===== config.mk =====
export PLATFORM = sky130hd
export DESIGN_NAME = servo_pwm_bank
export DESIGN_NICKNAME = d
export VERILOG_FILES = /design/src/rtl/servo_pkg.sv /design/src/rtl/servo_pwm_ch.sv /design/src/rtl/servo_pwm_bank.sv
export SDC_FILE = /design/constraint.sdc
export NUM_CORES = 1
export LEC_CHECK = 0
export ABC_CLOCK_PERIOD_IN_PS = 3200
export BUFFER_PORTS_ARGS = -buffer_cell sky130_fd_sc_hd__buf_4
export CAP_MARGIN = 10
export CORE_UTILIZATION = 40
export DETAILED_ROUTE_END_ITERATION = 10
export HOLD_SLACK_MARGIN = 0.1
export SETUP_SLACK_MARGIN = 0.05
export SYNTH_ARGS = -nofsm -noshare
export SYNTH_HDL_FRONTEND = slang
export SYNTH_SLANG_ARGS = --single-unit
export TNS_END_PERCENT = 50

===== constraint.sdc =====
create_clock -name s_axi_aclk -period 3.2 [get_ports s_axi_aclk]
set_clock_uncertainty 0.1 [all_clocks]
set_input_delay 0.96 -clock s_axi_aclk [delete_from_list [all_inputs] [get_ports s_axi_aclk]]
set_output_delay 0.96 -clock s_axi_aclk [all_outputs]
set_load 0.01 [all_outputs]

===== src/rtl/servo_pkg.sv =====
// Shared constants, commit-state encoding and the pulse-width clamp for the servo PWM bank.
package servo_pkg;

  localparam int DEF_N_CH      = 12;
  localparam int DEF_TICK_DIV  = 100;
  localparam int DEF_PERIOD_US = 20000;
  localparam int DEF_W_MIN     = 500;
  localparam int DEF_W_MAX     = 2500;
  localparam int DEF_CH_W      = 4;
  localparam int PW_W          = 16;

  typedef enum logic {
    ST_IDLE = 1'b0,
    ST_PEND = 1'b1
  } commit_st_e;

  function automatic logic [PW_W-1:0] clamp_pw(input logic [PW_W-1:0] v,
                                                input logic [PW_W-1:0] lo,
                                                input logic [PW_W-1:0] hi);
    logic [PW_W-1:0] r;
    r = v;
    if (v < lo) r = lo;
    else if (v > hi) r = hi;
    return r;
  endfunction

endpackage


===== src/rtl/servo_pwm_ch.sv =====
// One servo channel: active width register loaded on the commit strobe, registered compare
// against the shared frame counter.
module servo_pwm_ch
  import servo_pkg::*;
(
  input  logic            clk_i,
  input  logic            rst_ni,
  input  logic            enable_i,
  input  logic            load_i,
  input  logic [PW_W-1:0] width_i,
  input  logic [PW_W-1:0] fcnt_i,
  output logic            pwm_o
);

  logic [PW_W-1:0] active_q;
  logic            pwm_q;
  logic            pwm_d;

  // A width of 0 never satisfies the compare, so an unloaded channel stays low.
  assign pwm_d = enable_i && (fcnt_i < active_q);

  always_ff @(posedge clk_i or negedge rst_ni) begin
    if (!rst_ni) begin
      active_q <= '0;
      pwm_q    <= 1'b0;
    end else begin
      pwm_q <= pwm_d;
      if (load_i) active_q <= width_i;
    end
  end

  assign pwm_o = pwm_q;

endmodule


===== src/rtl/servo_pwm_bank.sv =====
// Bank of hobby-servo PWM outputs with staged widths that switch atomically on a frame boundary.
module servo_pwm_bank
  import servo_pkg::*;
#(
  parameter int N_CH      = DEF_N_CH,
  parameter int TICK_DIV  = DEF_TICK_DIV,
  parameter int PERIOD_US = DEF_PERIOD_US,
  parameter int W_MIN     = DEF_W_MIN,
  parameter int W_MAX     = DEF_W_MAX,
  parameter int CH_W      = DEF_CH_W
) (
  input  logic             s_axi_aclk,
  input  logic             s_axi_aresetn,
  input  logic             enable,
  input  logic             pw_wr_en,
  input  logic [CH_W-1:0]  pw_wr_ch,
  input  logic [PW_W-1:0]  pw_wr_data,
  input  logic             commit,
  output logic             commit_pend,
  output logic             commit_ack,
  output logic             wr_err,
  output logic             frame_start,
  output logic [N_CH-1:0]  pwm_out
);

  localparam int              PRESC_W    = (TICK_DIV > 1) ? $clog2(TICK_DIV) : 1;
  localparam logic [PRESC_W-1:0] PRESC_LAST = PRESC_W'(TICK_DIV - 1);
  localparam logic [PW_W-1:0] FCNT_LAST  = PW_W'(PERIOD_US - 1);
  localparam logic [CH_W:0]   N_CH_L     = (CH_W + 1)'(N_CH);
  localparam logic [PW_W-1:0] W_MIN_L    = PW_W'(W_MIN);
  localparam logic [PW_W-1:0] W_MAX_L    = PW_W'(W_MAX);

  logic [PRESC_W-1:0] presc_q, presc_d;
  logic [PW_W-1:0]    fcnt_q, fcnt_d;
  logic [PW_W-1:0]    staging_q [N_CH];
  commit_st_e         state_q;
  logic               frame_start_q, wr_err_q, commit_ack_q;
  logic               tick, boundary, wr_ok, load;

  assign tick     = (presc_q == PRESC_LAST);
  assign boundary = tick && (fcnt_q == FCNT_LAST);
  assign wr_ok    = pw_wr_en && ({1'b0, pw_wr_ch} < N_CH_L);
  // Copy happens only for a commit that was already pending before the boundary cycle.
  assign load     = (state_q == ST_PEND) && boundary;

  always_comb begin
    presc_d = tick ? '0 : presc_q + 1'b1;
    fcnt_d  = fcnt_q;
    if (tick) fcnt_d = (fcnt_q == FCNT_LAST) ? '0 : fcnt_q + 1'b1;
  end

  always_ff @(posedge s_axi_aclk or negedge s_axi_aresetn) begin
    if (!s_axi_aresetn) begin
      presc_q       <= '0;
      fcnt_q        <= '0;
      state_q       <= ST_IDLE;
      frame_start_q <= 1'b0;
      wr_err_q      <= 1'b0;
      commit_ack_q  <= 1'b0;
    end else begin
      presc_q       <= presc_d;
      fcnt_q        <= fcnt_d;
      frame_start_q <= boundary;
      wr_err_q      <= pw_wr_en && !wr_ok;
      commit_ack_q  <= load;
      case (state_q)
        ST_IDLE: if (commit) state_q <= ST_PEND;
        ST_PEND: if (boundary) state_q <= commit ? ST_PEND : ST_IDLE;
        default: state_q <= ST_IDLE;
      endcase
    end
  end

  always_ff @(posedge s_axi_aclk or negedge s_axi_aresetn) begin
    if (!s_axi_aresetn) begin
      for (int i = 0; i < N_CH; i++) staging_q[i] <= '0;
    end else if (wr_ok) begin
      for (int i = 0; i < N_CH; i++)
        if (pw_wr_ch == CH_W'(i)) staging_q[i] <= clamp_pw(pw_wr_data, W_MIN_L, W_MAX_L);
    end
  end

  for (genvar gi = 0; gi < N_CH; gi++) begin : g_ch
    servo_pwm_ch u_ch (
      .clk_i    (s_axi_aclk),
      .rst_ni   (s_axi_aresetn),
      .enable_i (enable),
      .load_i   (load),
      .width_i  (staging_q[gi]),
      .fcnt_i   (fcnt_q),
      .pwm_o    (pwm_out[gi])
    );
  end

  assign commit_pend = (state_q == ST_PEND);
  assign commit_ack  = commit_ack_q;
  assign wr_err      = wr_err_q;
  assign frame_start = frame_start_q;

endmodule

# Yosys cells after proc, flatten, opt, wreduce, memory -nomap -nowiden
# Cells that the tools add are included.
classes:
  magnitude_cmp: 15
  n_eq_ne: 13
  mux: 7
  n_reduce_logical: 30
  n_addsub: 2
  bitwise_logic: 1
op_table:
  columns: ["operator", "n"]
  rows:
  - ["< comparator 16 bit", 12]
  - ["two-way mux 16 bit", 3]
  - ["AND reduction 2 bit", 12]
  - ["adder 16 x 1 -> 16 bit, second input constant", 1]
  - ["== test 16 x 15 -> 1 bit, second input constant", 1]
  - ["== test 4 x 3 -> 1 bit, second input constant", 4]
  - ["== test 4 bit, second input constant", 4]
  - ["> comparator 16 x 12 -> 1 bit, second input constant", 1]
  - ["logical AND 1 bit", 16]
  - ["< comparator 16 x 9 -> 1 bit, second input constant", 1]
  - ["== test 4 x 2 -> 1 bit, second input constant", 2]
  - ["adder 7 x 1 -> 7 bit, second input constant", 1]
  - ["== test 7 bit, second input constant", 1]
  - ["two-way mux 7 bit", 1]
  - ["== test 4 x 1 -> 1 bit, second input constant", 1]
  - ["logical NOT 4 bit", 1]
  - ["< comparator 4 bit, second input constant", 1]
  - ["two-way mux 1 bit", 2]
  - ["case mux 1 bit (2 select lines)", 1]
  - ["logical NOT 1 bit", 1]
  - ["NOT 1 bit", 1]
totals:
  ff_bits: 423
  inputBits: 25

# Depth between registers and ports, before layout
depth:
  depth_word: 4
  ltp_mapped: 7

# By module
# From an unflattened synthesis, not the netlist that was laid out.
hier_totals:
  hier_cells: 1992
  area_unflattened_um2: 19780.2
by_module_without_submodules:
  columns: ["module", "area_per_inst_um2", "n_inst", "cells_per_inst"]
  rows:
  - ["servo_pwm_ch", 958.4, 12, 103]
  - ["servo_pwm_bank", 8279.2, 1, 756]

# Least setup slack after synthesis
# OpenSTA, ideal clock, no wires.
synth_path:
  kind: "reg-to-reg"
  start: "reg fcnt_q[13]"
  end: "reg g_ch[10].u_ch.active_q[0]"
  path_stages_with_launch: 7
  setup_ps: 125
  setup_slack_ps: 779
  arrival_time_ps: 2196
  synth_period_minus_slack_ps: 2421
  t_required_ps: 2975
  cell_sequence: "dfrtp_1 or4b_2 nor3_1 nand3_1 buf_6 buf_6 mux2_4"
synth_via:
  elab_chain_len: 3
synth_lines:
  columns: ["element", "line_no", "source"]
  rows:
  - ["from (decl)", "servo_pwm_bank.sv:34", "logic [PW_W-1:0] fcnt_q, fcnt_d;"]
  - ["from (signal assigned)", "servo_pwm_bank.sv:62", "fcnt_q <= fcnt_d;"]
  - ["== test 16 x 15 -> 1 bit", "servo_pwm_bank.sv:41", "assign boundary = tick && (fcnt_q == FCNT_LAST);"]
  - ["logical AND 1 bit", "servo_pwm_bank.sv:41", null]
  - ["logical AND 1 bit", "servo_pwm_bank.sv:44", "assign load = (state_q == ST_PEND) && boundary;"]
  - ["to (signal assigned)", "servo_pwm_ch.sv:28", "if (load_i) active_q <= width_i;"]
  - ["to (decl)", "servo_pwm_ch.sv:15", "logic [PW_W-1:0] active_q;"]
# No other way between the ends.
# A chain may end at the register's enable or synchronous reset.

# Worst setup path in the final report
layout_path:
  start: "reg fcnt_q[13]"
  end: "reg g_ch[6].u_ch.active_q[15]"
layout_via:
  elab_chain_len: 3
layout_lines:
  columns: ["element", "line_no"]
  rows:
  - ["== test 16 x 15 -> 1 bit", "servo_pwm_bank.sv:41"]
  - ["logical AND 1 bit", "servo_pwm_bank.sv:41"]
  - ["logical AND 1 bit", "servo_pwm_bank.sv:44"]
  - ["to (signal assigned)", "servo_pwm_ch.sv:28"]
  - ["to (decl)", "servo_pwm_ch.sv:15"]
# No other way between the ends.

==> reports/results.ini <==
[global_route]
grt_overflow = 0
grt_usage_pct = 19.3
grt_pass1_wl_um = 79100
antenna_found_initial = 0
grt_pass1_vias = 13900
grt_max_degree = 97

[final_layout]
antenna_cells = 0
final_nets = 2089
multi_input_area_sq_um = 9250
register_area_sq_um = 10600
drive_gt1_share_pct = 18.5
area_growth_pct = 13.3
n_fill_cell = 4690

[sta]
setup_violations = 0
setup_ws_ns = 0.362
holdWs_ns = 0.198
period_share_pct = 88.7
relSlewSlack_pct = 50.3
hold_violations = 0
fin_tns_setup_ns = 0
rsz0062_at_grt = false
worst_slew_pin_slew_ns = 0.743
fmax_mhz = 352
finalMaxSlewViolations = 0
period_minus_slack_ns = 2.84

[logic_synthesis]
synth-seq-cells = 423
yosys_warnings = 0
yosysUniqueCellTypes = 48
synth_area_leaders = dfrtp_1 50%, mux2_4 13%, ha_1 11%, inv_1 3.4%, nand2_1 2.9%
synth_nets = 2033
synth_most_common_cell = dfrtp_1
synth_async_sr_flop_share_pct = 100
netlist_instances = 1826
synth-edff-count = 0
synth_common_cells = 423 x dfrtp_1, 193 x inv_1, 182 x ha_1, 180 x mux2_4, 161 x nand2_1
yosysSeqAreaShare_pct = 50.3
synth_top_area_share_pct = 50.3
syn_avg_cell_area_sq_um = 11.5
syn-cell-area_sq_um = 21100
synth_top_flop_cell = dfrtp_1
yosys.area.top_type = dfrtp_1

[critical_path]
start_kind = register
crit_chain = or4b_2 > nor3_1 > nand3_4 > buf_4 > mux2_1
cp_slowest_stage_delay_ns = 0.71
arrival_ns = 3.19
criticalPathCategory = reg -> reg
end_kind = register
crit_slowest_cell = or4b_2
cp.required_ns = 3.55
critPathMaxFanout = 27

[min_path]
hold_class = in -> async

[floorplan]
coreArea_sq_um = 51600
die_y_um = 231
die-area_sq_um = 53600
die_w_um = 231
io-pin-count = 41
fp-row-count = 83
initial_utilization_pct = 40.8

[clock_tree]
cts_sinks = 423
holdBufCountCts = 0
cts_buffer_depth = 3
htreeDepth = 2
cts_made_buffers = 48
cts.reportedPaths.clkPinSlew_ns = 0.06
cts_root_buffer = clkbuf_16
cts_tree = yes
post_cts_buffers = 0
cts_resized = 0
clock_latency_ns = 0.58

[outcome]
outcome = completed

[placement]
place.gp.congestion = 0.780
pre_cts_ws_ns = 0.133
dpl.hpwl_um = 32300
port-buffer-count = 40

[drt]
avgRoutedWirePerCell_um = 19.1
vias = 13500
viasPerCell = 5.21
firstDrtPassIters = 5
route.detailed.drc = 0
routed_wl_um = 49700
drtIter0Drc = 912
ant_nets = 0

[pwr]
p_leak_uw = 0.0118
powerDensity_nw_per_um2 = 494
vdd_ir_drop_max_mv = 0.325

[job]
drv_cap = 0

## routing by layer
layer  vias up  wire length (um)  global-route usage [%]  part of all wire (%)
met5         -                 0                       0                     0
met4         0              1230                    6.21                   2.5
met3        79              2070                    2.42                   4.2
met2       242             22500                    30.8                    45
met1      6774             23900                    27.2                    48
li1       6428                 -                       -                     -
## through the flow
stage | cells | instance area [sq um] | total power, uW | util, %
floorplan | 1826 | 21100 | 5900 | -
global placement | 2512 | 22200 | 6140 | 43.0
detailed placement | 2512 | 22200 | 6170 | 43.0
CTS | 2597 | 23900 | 11900 | 46.2
global route | 2597 | 23900 | 12200 | 46.2
finish | 2597 | 23900 | 11800 | 46.2
## where the power goes
part	internal, uW	leakage, uW	total, uW	switching, uW
logic	151	0.00530	449	298
clock network	3500	0.000811	5730	2240
registers	5520	0.00569	5610	90.2
total	9170	0.0118	11800	2620
## final timing paths
path | from | to | slack, ns | depth (start not counted)
max reg2reg | fcnt_q[13] | g_ch[6].u_ch.active_q[15] | 0.36 | 5
min reg2reg | presc_q[0] | presc_q[0] | 0.37 | 1
max in group asynchronous | s_axi_aresetn | staging_q[177] | 1.94 | 2
max | fcnt_q[13] | g_ch[6].u_ch.active_q[15] | 0.36 | 5
min in group s_axi_aclk | presc_q[0] | presc_q[0] | 0.37 | 1
min | s_axi_aresetn | presc_q[1] | 0.20 | 1
## critical path, delay by kind of cell (launching register included)
| kind | cells | cell delay (ns) |
|---|---|---|
| AND/OR/NAND/NOR | 3 | 1.43 |
| flip-flops | 1 | 0.37 |
| buffers and inverters | 1 | 0.42 |
| multiplexers | 1 | 0.36 |
## cells in the final DEF (no fill, tap or decap), drive strengths merged, types with 50 or more instances in the layout
| cell type | n |
|---|---|
| dfrtp | 423 |
| inv | 195 |
| mux2 | 192 |
| ha | 182 |
| nand2 | 161 |
| nor2 | 95 |
| buf | 89 |
| o21ai | 67 |
| clkbuf | 67 |
| a21oi | 62 |
| a31oi | 60 |
| and2 | 50 |
| o31ai | 50 |
## logic make-up (layout without fill, tap and decap cells)
group                    after synthesis  after routing  synth area share (%)
adder cells (fa/ha/maj)              183            183                  10.9
flip-flops                           423            423                  50.3
AND/OR/NAND/NOR                      433            433                  9.78
buffers and inverters                276            367                  5.86
multiplexers                         194            194                  13.6
XOR/XNOR                              13             13                 0.541
AO/OA/AOI/OAI                        304            304                  9.12
## layout make-up
type,instances,share of cell area [%]
Timing Repair Buffer,89,3.30
Multi-Input combinational cell,1127,38.8
Inverter,193,3.04
Tap cell,680,3.57
Clock buffer,67,5.97
Clock inverter,18,0.976
Sequential cell,423,44.4
## sequential cells by signal, indices dropped and copies added, names as in the netlist
signal / flops
g_ch.u_ch.active_q: 192
frame_start: 1
presc_q: 7
staging_q: 192
g_ch.u_ch.pwm_o: 12
fcnt_q: 16
commit_pend: 1
wr_err: 1
commit_ack: 1
No activity file was read; power rests on OpenSTA's default activity.
